## config.mk

```make
export PLATFORM = sky130hd
export DESIGN_NAME = regfile_2r1w
export DESIGN_NICKNAME = d
export VERILOG_FILES = /design/src/rtl/regfile_2r1w.sv
export SDC_FILE = /design/constraint.sdc
export NUM_CORES = 1
export LEC_CHECK = 0
export BUFFER_PORTS_ARGS = -buffer_cell sky130_fd_sc_hd__clkbuf_2
export CORE_MARGIN = 10
export CORE_UTILIZATION = 55
export DETAILED_ROUTE_END_ITERATION = 12
export GPL_TIMING_DRIVEN = 0
export HOLD_SLACK_MARGIN = 0.12
export PLACE_DENSITY_LB_ADDON = 0.2
export SYNTH_ARGS = -nofsm -noshare
export SYNTH_HDL_FRONTEND = slang
export SYNTH_SLANG_ARGS = --single-unit
export TNS_END_PERCENT = 10
```

## constraint.sdc

```tcl
create_clock -name clk -period 3.8 [get_ports clk]
set_input_delay 0.19 -clock clk [delete_from_list [all_inputs] [get_ports clk]]
set_output_delay 0.19 -clock clk [all_outputs]
set_load 0.03 [all_outputs]
```

## src/rtl/regfile_2r1w.sv

```systemverilog
// Two-read, one-write register file with per-entry valid bits, write-first
// bypass, synchronous invalidate, and sticky error reporting with a
// saturating event counter.
module regfile_2r1w #(
  parameter  int WIDTH = 8,
  parameter  int DEPTH = 8,
  localparam int AW    = (DEPTH > 2) ? $clog2(DEPTH) : 1
) (
  input  logic             clk,
  input  logic             resetn,
  input  logic             wr,
  input  logic [AW-1:0]    waddr,
  input  logic [WIDTH-1:0] din,
  input  logic             rd0,
  input  logic [AW-1:0]    raddr0,
  output logic [WIDTH-1:0] dout0,
  output logic             rvalid0,
  input  logic             rd1,
  input  logic [AW-1:0]    raddr1,
  output logic [WIDTH-1:0] dout1,
  output logic             rvalid1,
  input  logic             clr,
  output logic             err,
  output logic [2:0]       err_cause,
  input  logic             err_clr,
  output logic [7:0]       err_cnt
);

  // Storage and registered state
  logic [WIDTH-1:0]            mem_q [DEPTH];
  logic [DEPTH-1:0]            valid_q, valid_d;
  logic [1:0][WIDTH-1:0]       dout_q, dout_d;
  logic [1:0]                  rvalid_q, rvalid_d;
  logic [2:0]                  err_cause_q, err_cause_d;
  logic [7:0]                  err_cnt_q, err_cnt_d;

  // Per-cycle decode
  logic                        w_in, wr_ok, wr_evt;
  logic [1:0]                  rd_req;
  logic [1:0][AW-1:0]          rd_addr;
  logic [1:0]                  rd_evt;
  logic                        r_in, r_hit;
  logic [2:0]                  new_cause, cause_base;
  logic [1:0]                  evt_num;
  logic [7:0]                  cnt_base;
  logic [8:0]                  cnt_sum;

  // Widen before comparing so non-power-of-two depths are handled uniformly.
  function automatic logic in_range(input logic [AW-1:0] a);
    return 32'(a) < 32'(DEPTH);
  endfunction

  // Decode write/read requests, bypass, error events and next-state values.
  always_comb begin
    w_in       = in_range(waddr);
    wr_ok      = wr & w_in & ~clr;
    wr_evt     = wr & (~w_in | clr);
    new_cause  = '0;
    if (wr && !w_in) begin
      new_cause[1] = 1'b1;
    end else if (wr && clr) begin
      new_cause[2] = 1'b1;
    end

    rd_req   = {rd1, rd0};
    rd_addr  = {raddr1, raddr0};
    dout_d   = '0;
    rvalid_d = '0;
    rd_evt   = '0;
    r_in     = 1'b0;
    r_hit    = 1'b0;
    for (int p = 0; p < 2; p++) begin
      r_in  = in_range(rd_addr[p]);
      r_hit = wr_ok && (waddr == rd_addr[p]);
      if (rd_req[p]) begin
        if (!r_in) begin
          rd_evt[p]    = 1'b1;
          new_cause[1] = 1'b1;
        end else if (!clr) begin
          if (r_hit) begin
            dout_d[p]   = din;
            rvalid_d[p] = 1'b1;
          end else if (valid_q[rd_addr[p]]) begin
            dout_d[p]   = mem_q[rd_addr[p]];
            rvalid_d[p] = 1'b1;
          end else begin
            rd_evt[p]    = 1'b1;
            new_cause[0] = 1'b1;
          end
        end
      end
    end

    valid_d = valid_q;
    if (clr) begin
      valid_d = '0;
    end else if (wr_ok) begin
      valid_d[waddr] = 1'b1;
    end

    evt_num    = 2'(wr_evt) + 2'(rd_evt[0]) + 2'(rd_evt[1]);
    cause_base = err_clr ? 3'b000 : err_cause_q;
    cnt_base   = err_clr ? 8'h00 : err_cnt_q;
    err_cause_d = cause_base | new_cause;
    cnt_sum     = {1'b0, cnt_base} + 9'(evt_num);
    err_cnt_d   = cnt_sum[8] ? 8'hFF : cnt_sum[7:0];
  end

  // Data array has no reset; writes are suppressed while reset is held.
  always_ff @(posedge clk) begin
    if (resetn && wr_ok) begin
      mem_q[waddr] <= din;
    end
  end

  // Valid bits, read outputs and error state.
  always_ff @(posedge clk or negedge resetn) begin
    if (!resetn) begin
      valid_q     <= '0;
      dout_q      <= '0;
      rvalid_q    <= '0;
      err_cause_q <= '0;
      err_cnt_q   <= '0;
    end else begin
      valid_q     <= valid_d;
      dout_q      <= dout_d;
      rvalid_q    <= rvalid_d;
      err_cause_q <= err_cause_d;
      err_cnt_q   <= err_cnt_d;
    end
  end

  assign dout0     = dout_q[0];
  assign dout1     = dout_q[1];
  assign rvalid0   = rvalid_q[0];
  assign rvalid1   = rvalid_q[1];
  assign err_cause = err_cause_q;
  assign err       = |err_cause_q;
  assign err_cnt   = err_cnt_q;

endmodule

```

* Yosys cells after proc, flatten, opt, wreduce, memory -nomap -nowiden
Memory sizes are Yosys's and may differ from the RTL's.
Index checks and enable logic that the tools add are counted.
** Operators by class
- Add/sub/neg operators :: 3
- Bitwise logic cells :: 5
- Multiplexer cells :: 42
- $lt $le $gt $ge :: 4
- Reductions and logical operators :: 7
- Equality and inequality tests :: 2
** Operator list (number)
- $mux 8 :: 12
- $mux 1 :: 26
- $lt 3x4->1 const B :: 3
- $add 8x2->9 :: 1
- $or 8x8->8 :: 1
- $bmux 1 s3 :: 2
- $eq 3x3->1 :: 2
- $logic_and 1x1->1 :: 5
- $demux 1 s3 :: 1
- $ge 3x1->1 const B :: 1
- $mux 3 :: 1
- $or 3x3->3 :: 1
- $reduce_or 3->1 :: 1
- $add 1x1->2 :: 1
- $add 2x1->2 :: 1
- $and 1x1->1 :: 2
- $reduce_bool 2->1 :: 1
- $not 1->1 :: 1
** Storage, ports and cells
- Logic and storage cells :: 70
- Memories :: 1
- Bits in writable memories :: 64
- Register bits after elaboration :: 37
** Memory list
- mem_q :: depth 8, bits a word 8, rd ports 2, clocked after memory_dff 0, write ports 1, line 30 : logic [WIDTH-1:0] mem_q [DEPTH];

* Logic depth before layout (Yosys ltp)
- Word-level depth :: 11
- Gate-level depth with buffers :: 13
- Gate-level depth less buffers :: 12

* Least setup slack after synthesis
Ideal clock, no wire load.
- Path type :: input to register
- Start point :: in raddr0[1]
- End point :: reg err_cnt_q[3] (netlist: err_cnt[3])
- Setup slack :: 957 ps
- Buffers on the path :: 1
- Required time :: 3647 ps
- Cell stages on the path :: 13
- Library setup time :: 153 ps
- Data arrival time :: 2690 ps
- Cells stage by stage :: buf_2 > mux2i_1 > o22ai_1 > nor3_1 > nand2_1 > fa_1 > inv_1 > ha_1 > fa_1 > nand3b_1 > nor2_1 > nand4b_1 > o311ai_0
** Between the ends
- Longest elaborated chain between the ends :: 10
** Ends and longest elaborated chain
- from (decl) :: line 15 : input logic [AW-1:0] raddr0,
- $bmux 1 s3 :: line 83 : end else if (valid_q[rd_addr[p]]) begin
- $mux 1 (implied by the code) :: line 83
- $mux 1 :: line 83
- $mux 1 * :: line 80 : if (r_hit) begin
- $mux 1 * :: line 79 : end else if (!clr) begin
- $mux 1 * :: line 75 : if (rd_req[p]) begin
- $add 1x1->2 * :: line 101 : evt_num = 2'(wr_evt) + 2'(rd_evt[0]) + 2'(rd_evt[1]);
- $add 2x1->2 * :: line 101
- $add 8x2->9 * :: line 105 : cnt_sum = {1'b0, cnt_base} + 9'(evt_num);
- $mux 8 * :: line 106 : err_cnt_d = cnt_sum[8] ? 8'hFF : cnt_sum[7:0];
- net err_cnt_d[3] :: line 35 : logic [7:0] err_cnt_q, err_cnt_d;
- to (signal assigned) :: line 129 : err_cnt_q <= err_cnt_d;
- to (decl) :: line 35
Mark *: on every way through the listed nets, which the timed path passes. The rest lies on a longest branch. The select of a mux whose other input is x is not followed.
A chain may end at the register's enable or synchronous reset.

* Final worst setup path
- Start point :: reg valid_q[1]
- End point :: reg err_cnt_q[3] (netlist: err_cnt[3])
** Between the ends
- Longest elaborated chain between the ends :: 10
** Ends and longest elaborated chain
- from (decl) :: line 31 : logic [DEPTH-1:0] valid_q, valid_d;
- from (signal assigned) :: line 125 : valid_q <= valid_d;
- $bmux 1 s3 :: line 83
- $mux 1 (implied by the code) :: line 83
- $mux 1 :: line 83
- $mux 1 :: line 80
- $mux 1 :: line 79
- $mux 1 :: line 75
- $add 1x1->2 :: line 101
- $add 2x1->2 * :: line 101
- $add 8x2->9 * :: line 105
- $mux 8 * :: line 106
- net err_cnt_d[3] :: line 35
Marks and branches as above.

==> results.md <==
- Outcome: complete, no violations
- WS Path Type: reg -> reg
- Int Power: 1.61 mW
- Top routing layer in use: met4
- Clock sinks: 100
- Die Y: 113 um
- Initial cell density of the core: 57.1%
- Final TNS setup: 0 ps
- Remaining antenna violation count: 0
- Worst path slowest cell: fa_1
- Largest net degree at the start of global routing: 39
- Die area: 0.0127 mm^2
- Post-route worst setup slack: approximately 710 ps
- Footprint of the multi-input gates: roughly 0.0018 mm^2
- Ys Warns: 0
- Routed Wire Length: 9820 um
- Clock skew: 12.0 ps
- Max-Cap Viols: 0
- TritonCTS Buffers: 9
- Final GP Congestion: 0.827
- P&R area growth vs syn: 12.5%
- I/O Pins: 54
- CP required: 4020 ps
- Die width: 113 um
- Syn_area_per_cell: 15.3 um^2
- DR iter-0 viols: 142
- Psw: 571 uW
- CTS tree: built
- #FFs+latches synth: 100
- Final core occ: 64.2%
- DR WL/cell: 20.5 um
- Final critical-path share of the clock period: around four fifths
- Final count of hold timing violations: 0
- Max Freq: 0.323 GHz
- Htree depth: 3
- Hold WC Path Type: in -> reg
- WL met3: 665 um
- Met1 WL: between 4000 and 5000 um
- CTS Buffer Depth: 2
- Most common cell after layout, fill and taps aside: edfxtp_1
- CP Max Fanout: 6
- Critical Path Max Stage Delay: 510 ps
- Fillers: roughly 600
- Seq pwr share: 55.2%
- Post-synthesis cell type count: 39
- Antenna violations before repair: 0
- Sw frac: a little over a quarter
- First-pass GRT wire length: 16000 um
- Rel. slew slack: 19.2%
- I/O Buffers: 49
- Final HPWL DP: 7400 um
- Net Count, Synth: 337
- Worst path arrival time: 3310 ps
- FP Rows: 33
- Max-slew violation count: 0
- Cell Pwr Density: 409 mW/mm^2
- Core Area: 0.00830 mm^2
- Crit path top cell by count: fa_1
- CP cell instances: mux2i_1, o22ai_1, nor3_1, nand2_1, fa_1, inv_1, ha_1, fa_1, nand3b_1, nor2_1, nand4b_1, o311ai_0
- Setup bufs post-CTS: 0
- Clock transition at path regs: 100 ps
- Leakage: around 2.1 nW
- Worst skew pair latency: 380 ps
- Logic gate share of total power: 12.3%
- Post-Place Worst Slack: 343 ps
- Critical path capture point type: flop
- Pre-antenna DRT Iters: 4
- Synth Instances: slightly above 300
- FF/Latch Area: 0.00282 mm^2
- # DRC: 0
- RSZ-0062 raised after global routing: no
- Avg Vias per Cell: 5.95
- # diodes: 0
- Crit start category: flop
- Routed length on met2: 4880 um
- Number of global-route vias before repair: 3046
- Setup-failing EPs final: 0
- Vias: 2858
- GRT Total Usage: 15.8%
- Netlist Area Pre-Place: 0.00474 mm^2
- Register area share after synthesis: 59.6%
- Nets: 398
- Clk root buf: clkbuf_8
- Share of cells above drive strength 1: between 30% and 40%
- Clock power frac: 32.6%
- Gr ovfl total: 0
- Peak VDD IR: between 0.0002 and 0.00025 V
- Most frequent cells in the layout: 64 x edfxtp_1, 49 x clkbuf_2, 36 x dfrtp_1
- Min Clock Period, post-route: 3090 ps
- Tightest Pin Transition: 1200 ps
path summary, 6_finish.rpt:
| check | start | to | slack (ps) | cells after the start |
|---|---|---|---|---|
| worst min register to register | valid_q[6] | valid_q[6] | 540 | 2 |
| worst min-delay path | din[4] | mem_q[4][4] | 140 | 1 |
| worst max register to register | valid_q[1] | err_cnt[3] | 710 | 12 |
| worst max-delay path | valid_q[1] | err_cnt[3] | 710 | 12 |
| min in group asynchronous | resetn | err_cnt[4] | 470 | 2 |
| max in group asynchronous | resetn | dout0[2] | 2760 | 2 |
timing repair:
action | in CTS | in global routing
resized for setup | 0 | 0
endpoints found under the hold margin | 36 | 0
hold buffers | 1 | 0
setup endpoints to repair | 0 | 0
power groups by stage:
stage          clock network [mW]  logic [mW]  registers (mW)
2_1_floorplan                   0       0.149            1.26
3_3_place_gp                    0       0.262            1.22
3_5_place_dp                    0       0.268            1.23
4_1_cts                     0.716       0.270            1.20
5_1_grt                     0.770       0.295            1.21
6_report                    0.711       0.267            1.20
synth_stat cells, drive strengths merged:
cell type	instances	share of area, %
edfxtp	64	41
dfrtp	36	19
nor2	34	2.7
mux4	33	16
mux2i	21	4.4
a211oi	16	2.5
buf	12	1.5
nor2b	10	1.3
nand2b	8	1.1
xnor2	7	1.3
clkbuf	6	0.48
nand2	6	0.48
o21ai	6	0.87
a21oi	5	0.53
inv	5	0.40
nor3	5	0.53
a31oi	4	0.53
mux2	4	1.0
nand3	3	0.32
and4	2	0.37
fa	2	0.85
ha	2	0.53
nand3b	2	0.32
nand4	2	0.26
o22ai	2	0.26
or2	2	0.26
xor2	2	0.37
a211o	1	0.18
a41oi	1	0.18
conb	1	0.079
nand4b	1	0.18
nor3b	1	0.26
nor4b	1	0.18
o311ai	1	0.18
o31ai	1	0.26
logic make-up (layout without fill, tap and decap cells):
logic type	count (synthesis)	after routing	share of synthesized area, %
flops	100	100	59.6
simple gates	77	77	8.24
mux	58	58	21.2
compound gates	37	37	5.55
buf+inv	23	89	2.38
xor+xnor	9	9	1.66
fa+ha+maj	4	4	1.37
other cells	1	1	0.0791
flip-flops by register name, summed over array words and instances, names as in the netlist:
name,cells
dout1,8
mem_q,64
err_cause,2
valid_q,8
err_cnt,8
dout0,8
rvalid_q,2
metrics by stage:
step	hold slack (ps)	std cells	power (mW)	instance area, um^2
5_1_grt	156	480	2.27	5330
6_report	142	480	2.18	5330
2_1_floorplan	-106	309	1.41	4740
3_3_place_gp	355	463	1.49	5110
4_1_cts	144	480	2.19	5330
3_5_place_dp	372	463	1.49	5110
area by class of cell:
| class | instances | share of cell area (%) |
|---|---|---|
| inverters | 5 | 0.352 |
| well taps | 105 | 2.46 |
| clock buffers | 10 | 2.39 |
| repair buffers | 50 | 4.79 |
| multi-input cells | 186 | 33.8 |
| flip-flops and latches | 100 | 52.9 |
| clock inverters | 6 | 1.48 |
| plain buffers | 18 | 1.76 |
layer usage:
layer	up-vias	GRT usage, %
met5	-	0
met4	0	4.82
met3	11	4.44
met2	97	25.8
met1	1432	20.1
li1	1318	-
critical path, delay by kind of cell (launching register included):
kind	cells	cell delay (ps)
fa+ha+maj	3	1140
simple gates	5	800
flops	1	430
compound gates	2	340
mux	1	170
buf+inv	1	40
Power figures use the tool's default switching activity.
